File: src/rtl/fpu_mul_arbiter.sv
// Round-robin front end that shares one multiplier among NUM_REQ requesters.
// One operation in flight: grant in IDLE, hold operands in EXEC, then return the result in RESP.
module fpu_mul_arbiter #(
    parameter int NUM_REQ     = 4,
    parameter int MUL_LATENCY = 3,
    parameter int IDW         = (NUM_REQ > 1) ? $clog2(NUM_REQ) : 1
) (
    input  logic                    CLK,
    input  logic                    nRST,
    input  logic [NUM_REQ-1:0]      req_valid,
    output logic [NUM_REQ-1:0]      req_ready,
    input  logic [32*NUM_REQ-1:0]   req_data1,
    input  logic [32*NUM_REQ-1:0]   req_data2,
    output logic [31:0]             mul_data1,
    output logic [31:0]             mul_data2,
    input  logic [31:0]             mul_result,
    input  logic                    mul_overflow,
    input  logic                    mul_underflow,
    output logic                    resp_valid,
    input  logic                    resp_ready,
    output logic [IDW-1:0]          resp_id,
    output logic [31:0]             resp_result,
    output logic                    resp_overflow,
    output logic                    resp_underflow,
    output logic                    busy,
    output logic [1:0]              dbg_state
);

    localparam int CW = $clog2(MUL_LATENCY + 1);

    typedef enum logic [1:0] {
        IDLE = 2'd0,
        EXEC = 2'd1,
        RESP = 2'd2
    } state_t;

    // Handshakes: a request transfers on the edge where req_valid[i] & req_ready[i];
    // a response transfers on the edge where resp_valid & resp_ready.
    state_t             r_state;
    logic [IDW-1:0]     r_last_grant;
    logic [CW-1:0]      r_cnt;
    logic [31:0]        r_mul_data1;
    logic [31:0]        r_mul_data2;
    logic               r_resp_valid;
    logic [IDW-1:0]     r_resp_id;
    logic [31:0]        r_resp_result;
    logic               r_resp_overflow;
    logic               r_resp_underflow;
    logic               r_busy;

    logic               w_found;
    logic [IDW-1:0]     w_cand;
    logic [IDW-1:0]     w_grant_idx;
    logic [NUM_REQ-1:0] w_grant_oh;
    logic [31:0]        w_sel_data1;
    logic [31:0]        w_sel_data2;
    logic               w_accept;

    // Search upward from the requester after the last winner, wrapping around.
    always_comb begin
        w_found     = 1'b0;
        w_cand      = '0;
        w_grant_idx = '0;
        for (int k = 1; k <= NUM_REQ; k++) begin
            w_cand = IDW'((int'(r_last_grant) + k) % NUM_REQ);
            if (!w_found && req_valid[w_cand]) begin
                w_found     = 1'b1;
                w_grant_idx = w_cand;
            end
        end
    end

    always_comb begin
        w_grant_oh  = '0;
        w_sel_data1 = '0;
        w_sel_data2 = '0;
        for (int i = 0; i < NUM_REQ; i++) begin
            if (w_grant_idx == IDW'(i)) begin
                w_grant_oh[i] = w_found;
                w_sel_data1   = req_data1[32*i +: 32];
                w_sel_data2   = req_data2[32*i +: 32];
            end
        end
    end

    assign w_accept  = (r_state == IDLE) && w_found;
    assign req_ready = (r_state == IDLE) ? w_grant_oh : '0;

    always_ff @(posedge CLK or negedge nRST) begin
        if (!nRST) begin
            r_state          <= IDLE;
            r_last_grant     <= IDW'(NUM_REQ - 1);
            r_cnt            <= '0;
            r_mul_data1      <= '0;
            r_mul_data2      <= '0;
            r_resp_valid     <= 1'b0;
            r_resp_id        <= '0;
            r_resp_result    <= '0;
            r_resp_overflow  <= 1'b0;
            r_resp_underflow <= 1'b0;
            r_busy           <= 1'b0;
        end else begin
            case (r_state)
                IDLE: begin
                    if (w_accept) begin
                        r_mul_data1  <= w_sel_data1;
                        r_mul_data2  <= w_sel_data2;
                        r_resp_id    <= w_grant_idx;
                        r_last_grant <= w_grant_idx;
                        r_cnt        <= CW'(MUL_LATENCY);
                        r_state      <= EXEC;
                        r_busy       <= 1'b1;
                    end
                end
                EXEC: begin
                    r_cnt <= r_cnt - 1'b1;
                    // Last cycle of the multiplier latency: its outputs are valid now.
                    if (r_cnt == CW'(1)) begin
                        r_resp_result    <= mul_result;
                        r_resp_overflow  <= mul_overflow;
                        r_resp_underflow <= mul_underflow;
                        r_resp_valid     <= 1'b1;
                        r_state          <= RESP;
                    end
                end
                RESP: begin
                    if (resp_ready) begin
                        r_resp_valid <= 1'b0;
                        r_state      <= IDLE;
                        r_busy       <= 1'b0;
                    end
                end
                default: begin
                    r_state <= IDLE;
                    r_busy  <= 1'b0;
                end
            endcase
        end
    end

    assign mul_data1      = r_mul_data1;
    assign mul_data2      = r_mul_data2;
    assign resp_valid     = r_resp_valid;
    assign resp_id        = r_resp_id;
    assign resp_result    = r_resp_result;
    assign resp_overflow  = r_resp_overflow;
    assign resp_underflow = r_resp_underflow;
    assign busy           = r_busy;
    assign dbg_state      = r_state;

endmodule

File: config.mk
export PLATFORM = sky130hd
export DESIGN_NAME = fpu_mul_arbiter
export DESIGN_NICKNAME = d
export VERILOG_FILES = /design/src/rtl/fpu_mul_arbiter.sv
export SDC_FILE = /design/constraint.sdc
export NUM_CORES = 1
export LEC_CHECK = 0
export BUFFER_PORTS_ARGS = -buffer_cell sky130_fd_sc_hd__buf_2
export CORE_AREA = 4 4 154 156
export DETAILED_ROUTE_END_ITERATION = 8
export DIE_AREA = 0 0 158 160
export PLACE_DENSITY = 0.53
export REMOVE_ABC_BUFFERS = 1
export SYNTH_ARGS = -nofsm -noshare
export SYNTH_HDL_FRONTEND = slang
export SYNTH_SLANG_ARGS = --single-unit
File: constraint.sdc
create_clock -name CLK -period 5.1 [get_ports CLK]
set_clock_uncertainty 0.05 [all_clocks]
set_input_delay 1.02 -clock CLK [delete_from_list [all_inputs] [get_ports CLK]]
set_output_delay 1.02 -clock CLK [all_outputs]
set_load 0.02 [all_outputs]
Word level (Yosys, flattened, before mapping) --
Index checks and enable logic that the tools add are counted.
Operators by class: magnitude comparators 4, add/sub/neg operators 5, bitwise logic cells 1, eq/ne operators 9, reduce and logical (&&, ||, !) cells 17, multiplexer cells 40
Operators with widths (number):
- two-way mux 32 bit | 8
- two-way mux 2 bit | 8
- two-way mux 1 bit | 15
- < comparator 2 x 3 -> 1 bit, second input constant | 4
- AND reduction 3 bit | 3
- binary-select mux 1 bit (select 2 bit) | 4
- == test 2 x 1 -> 1 bit, second input constant | 3
- == test 2 bit, second input constant | 3
- != test 2 bit, second input constant | 3
- case mux 2 bit (3 select lines) | 1
- AND reduction 2 bit | 3
- adder 2 x 1 -> 2 bit, second input constant | 2
- adder 2 bit, second input constant | 2
- logical AND 1 bit | 4
- zero test 2 bit | 2
- two-way mux 4 bit | 1
- case mux 2 bit (2 select lines) | 1
- nonzero test 2 bit | 2
- zero test 1 bit | 3
- case mux 1 bit (3 select lines) | 1
- case mux 1 bit (2 select lines) | 1
- subtractor 2 x 1 -> 2 bit, second input constant | 1
- NOT 1 bit | 1
Word-level totals: bits in registers 108, input bits 297, output and inout bits 108

Depth between registers and ports, before layout --
depth after elaboration 18, mapped depth 7

Worst setup path after synthesis --
No wires, ideal clock.
path kind input to output, start input port req_valid[3], end output port req_ready[0], arrival 2452 ps, required time 4030 ps, buffers on the path 2, stages on the path 6, path slack 1578 ps, path through nor2b_2 > o21ai_1 > nand3_1 > buf_2 > buf_2 > nor3_1
Between the ends: longest elaborated chain between the ends 15, elaborated cells between the ends (all ways) 25
RTL lines:
- start, declared | line 10 | input logic [NUM_REQ-1:0] req_valid,
- binary-select mux 1 bit (select 2 bit) | line 66 | if (!w_found && req_valid[w_cand]) begin
- two-way mux 1 bit (not written as such) | line 66
- two-way mux 1 bit | line 66
- zero test 1 bit | line 66
- logical AND 1 bit | line 66
- two-way mux 1 bit | line 66
- zero test 1 bit | line 66
- logical AND 1 bit | line 66
- two-way mux 1 bit | line 66
- zero test 1 bit | line 66
- logical AND 1 bit | line 66
- two-way mux 2 bit | line 66
- zero test 2 bit | line 78 | if (w_grant_idx == IDW'(i)) begin
- two-way mux 1 bit * | line 78
- two-way mux 4 bit * | line 87 | assign req_ready = (r_state == IDLE) ? w_grant_oh : '0;
- end, declared | line 11 | output logic [NUM_REQ-1:0] req_ready,
Every way passes the cells marked *; elsewhere a longest branch is shown, timed or not. The select of a mux whose other input is x is not followed.

Final worst setup path --
start input port req_valid[1], end output port req_ready[2]
Between the ends: longest elaborated chain between the ends 15, elaborated cells between the ends (all ways) 25
RTL lines (line):
- binary-select mux 1 bit (select 2 bit) | 66
- two-way mux 1 bit (not written as such) | 66
- two-way mux 1 bit | 66
- zero test 1 bit | 66
- logical AND 1 bit | 66
- two-way mux 1 bit | 66
- zero test 1 bit | 66
- logical AND 1 bit | 66
- two-way mux 1 bit | 66
- zero test 1 bit | 66
- logical AND 1 bit | 66
- two-way mux 2 bit | 66
- == test 2 bit | 78
- two-way mux 1 bit * | 78
- two-way mux 4 bit * | 87
Marked as above.

==> results.toml <==
[status]
status = "finished clean"

[cts]
clkTransAtPathRegs_ns = 0.07
root_buffer = "clkbuf_16"
cts-buffers-inserted = 9
clk_latency_ns = 0.34
cts_hold_buffers = 0
clk_path_buf_depth = 2
cts_setup_buffers = 0
cts_tree = "yes"
htree_levels = 3
cts_resized = 0
cts.sinks = 108

[finish]
layout.cells.most_common_list = "403 x buf_2, 106 x dfrtp_1, 63 x a21oi_1"
area_growth_pct = 44.8
diodes = 0
fillers = 2335
drive_gt1_frac = 0.523
final_nets = 1231
final_design_area_no_fill_um2 = 8400
layout_commonest_cell = "buf_2"

[synth]
synth_seq_cells = 108
syn_inst = 552
synthArstFlopShare = 1.00
synth_edf_count = 0
syn_area_um2 = 5800
avgSynthCellArea_um2 = 10.5
synth_cell_types = 39
synthFlopType = "dfrtp_1"
synth_top_cell_area_share = 0.457
ys_seq_area_frac = 0.466
synth_area_leaders = "dfrtp_1 46%, mux2i_1 10%, mux2_2 8.0%"
synth_area_leader_cell = "dfrtp_1"
ys_warn_count = 0

[global_route]
gr-total-overflow = 0
antenna_found_initial = 1
grt_max_degree = 57
grt.total_usage = 0.165
grt_pass1_vias = 5882
grt_pass1_wl_um = 32600

[floorplan]
fp.dieW_um = 158
start_util = 0.259
std_cell_rows = 55
die_h_um = 160
core_area_um2 = 22400
ios = 405
die_area_um2 = 25300

[drt]
top_layer = "met5"
drt-met1-wl_um = 9190
wl_um = 21900
ant_nets = 0
vias = 5749
viasPerCell = 4.70
drc = 0
wl_per_cell_um = 17.9
met2_length_um = 10800
met3_length_um = 1620
firstDrtPassIters = 4
drt_iter0_markers = 237

[critical_path]
cp.required_ns = 4.03
critPathTopFamily = "simple AND/OR/NAND/NOR gates"
crit_path_max_fanout = 45
worst-path-buf-inv = 2
crit_chain = "buf_2 > nor2_1 > a21oi_1 > and2_2 > nand2_1 > nor2_1 > buf_2"
cpPeakStageDelay_ns = 0.82
start_kind = "input port"
path_class = "in -> out"
cp_data_arrival_time_ns = 2.83
endpoint_kind = "output pin"
crit_slowest_cell = "and2_2"

[power_and_ir_drop]
peakVddDrop_mv = 0.194
leakage_nw = 4.30
powerDensity_nw_per_um2 = 621

[place]
io_buffers = 404
gp_congestion = 0.808
placed_cell_area_um2 = 8080
dp_hpwl_um = 16800

[sta]
tns_ns = 0
post-route-min-period_ns = 3.90
worstMarginPinSlew_ns = 0.983
layout_worst_path_cycle_share = 0.765
fmax_mhz = 256
setup_viol = 0
holdWs_ns = 0.427
rsz0062_at_grt = "false"
slew_headroom = 0.345
finalHoldViolCount = 0
drv_slew = 0

[worst_hold_path]
hold_class = "reg -> reg"

[job]
maxCapViolations = 0
## through the flow
stage               total power [mW]  utilization  worst slack [ns]  std cells
detailed placement              4.54        0.361              1.17       1207
global placement                4.52        0.361              1.24       1207
floorplan                       3.54            -            -0.489        508
finish                          5.22        0.376              1.20       1223
CTS                             5.32        0.376              1.16       1223
global route                    5.63        0.376              1.01       1223
## report_power, final
group | total, mW | internal, mW | switching, mW
Clock | 0.752 | 0.396 | 0.357
Combinational | 2.93 | 1.20 | 1.74
Sequential | 1.53 | 1.30 | 0.230
## layer usage
metal | global-route usage | vias up
met2 | 0.286 | 232
met5 | 0 | -
met1 | 0.205 | 2709
met3 | 0.0463 | 13
li1 | - | 2793
met4 | 0.0345 | 2
## final timing paths
kind / to / cells after the start / slack, ns / start
setup / recovery: req_ready[2] / 7 / 1.20 / req_valid[1]
hold / removal: r_cnt[0]$_DFFE_PN0P_ / 1 / 0.43 / r_cnt[0]$_DFFE_PN0P_
setup reg to reg: mul_data1[10]$_DFFE_PN0P_ / 6 / 2.59 / r_last_grant[0]$_DFFE_PN1P_
hold reg to reg: r_cnt[0]$_DFFE_PN0P_ / 1 / 0.43 / r_cnt[0]$_DFFE_PN0P_
max in group asynchronous: mul_data2[1]$_DFFE_PN0P_ / 2 / 3.41 / nRST
min in group asynchronous: mul_data1[14]$_DFFE_PN0P_ / 1 / 0.68 / nRST
## flip-flops by register name, indices dropped and copies added (netlist names), 2 cells and up
name / cells
dbg_state: 2
mul_data1: 32
mul_data2: 32
r_cnt: 2
r_last_grant: 2
resp_id: 2
resp_result: 32
## cells by family after synthesis
kind of cell / after synthesis / share of synthesized area
compound gates: 202 / 0.223
mux: 112 / 0.210
flops: 108 / 0.466
simple gates: 80 / 0.0569
buf+inv: 49 / 0.0408
fa+ha+maj: 1 / 0.00216
## synthesized netlist by cell type (4+ instances only)
| cell type | n |
|---|---|
| o21ai_1 | 41 |
| buf_1 | 4 |
| inv_1 | 4 |
| a2bb2oi_1 | 45 |
| o21ai_0 | 12 |
| nor2_1 | 44 |
| mux2_4 | 9 |
| nand2_1 | 25 |
| buf_4 | 6 |
| mux2i_1 | 59 |
| a21oi_1 | 63 |
| mux2_2 | 41 |
| a22oi_1 | 16 |
| dfrtp_1 | 106 |
| o22ai_1 | 13 |
| clkbuf_1 | 25 |
| buf_2 | 6 |
## area by class of cell
class | count | area [um^2] | area share
inverters | 5 | 18.8 | 0.00223
repair buffers | 414 | 2110 | 0.251
multi-input cells | 395 | 2890 | 0.344
clock buffers | 9 | 225 | 0.0268
flip-flops and latches | 108 | 2710 | 0.322
clock inverters | 7 | 95.1 | 0.0113
well taps | 285 | 357 | 0.0424
Note: power is estimated with default switching activity, not from simulation.
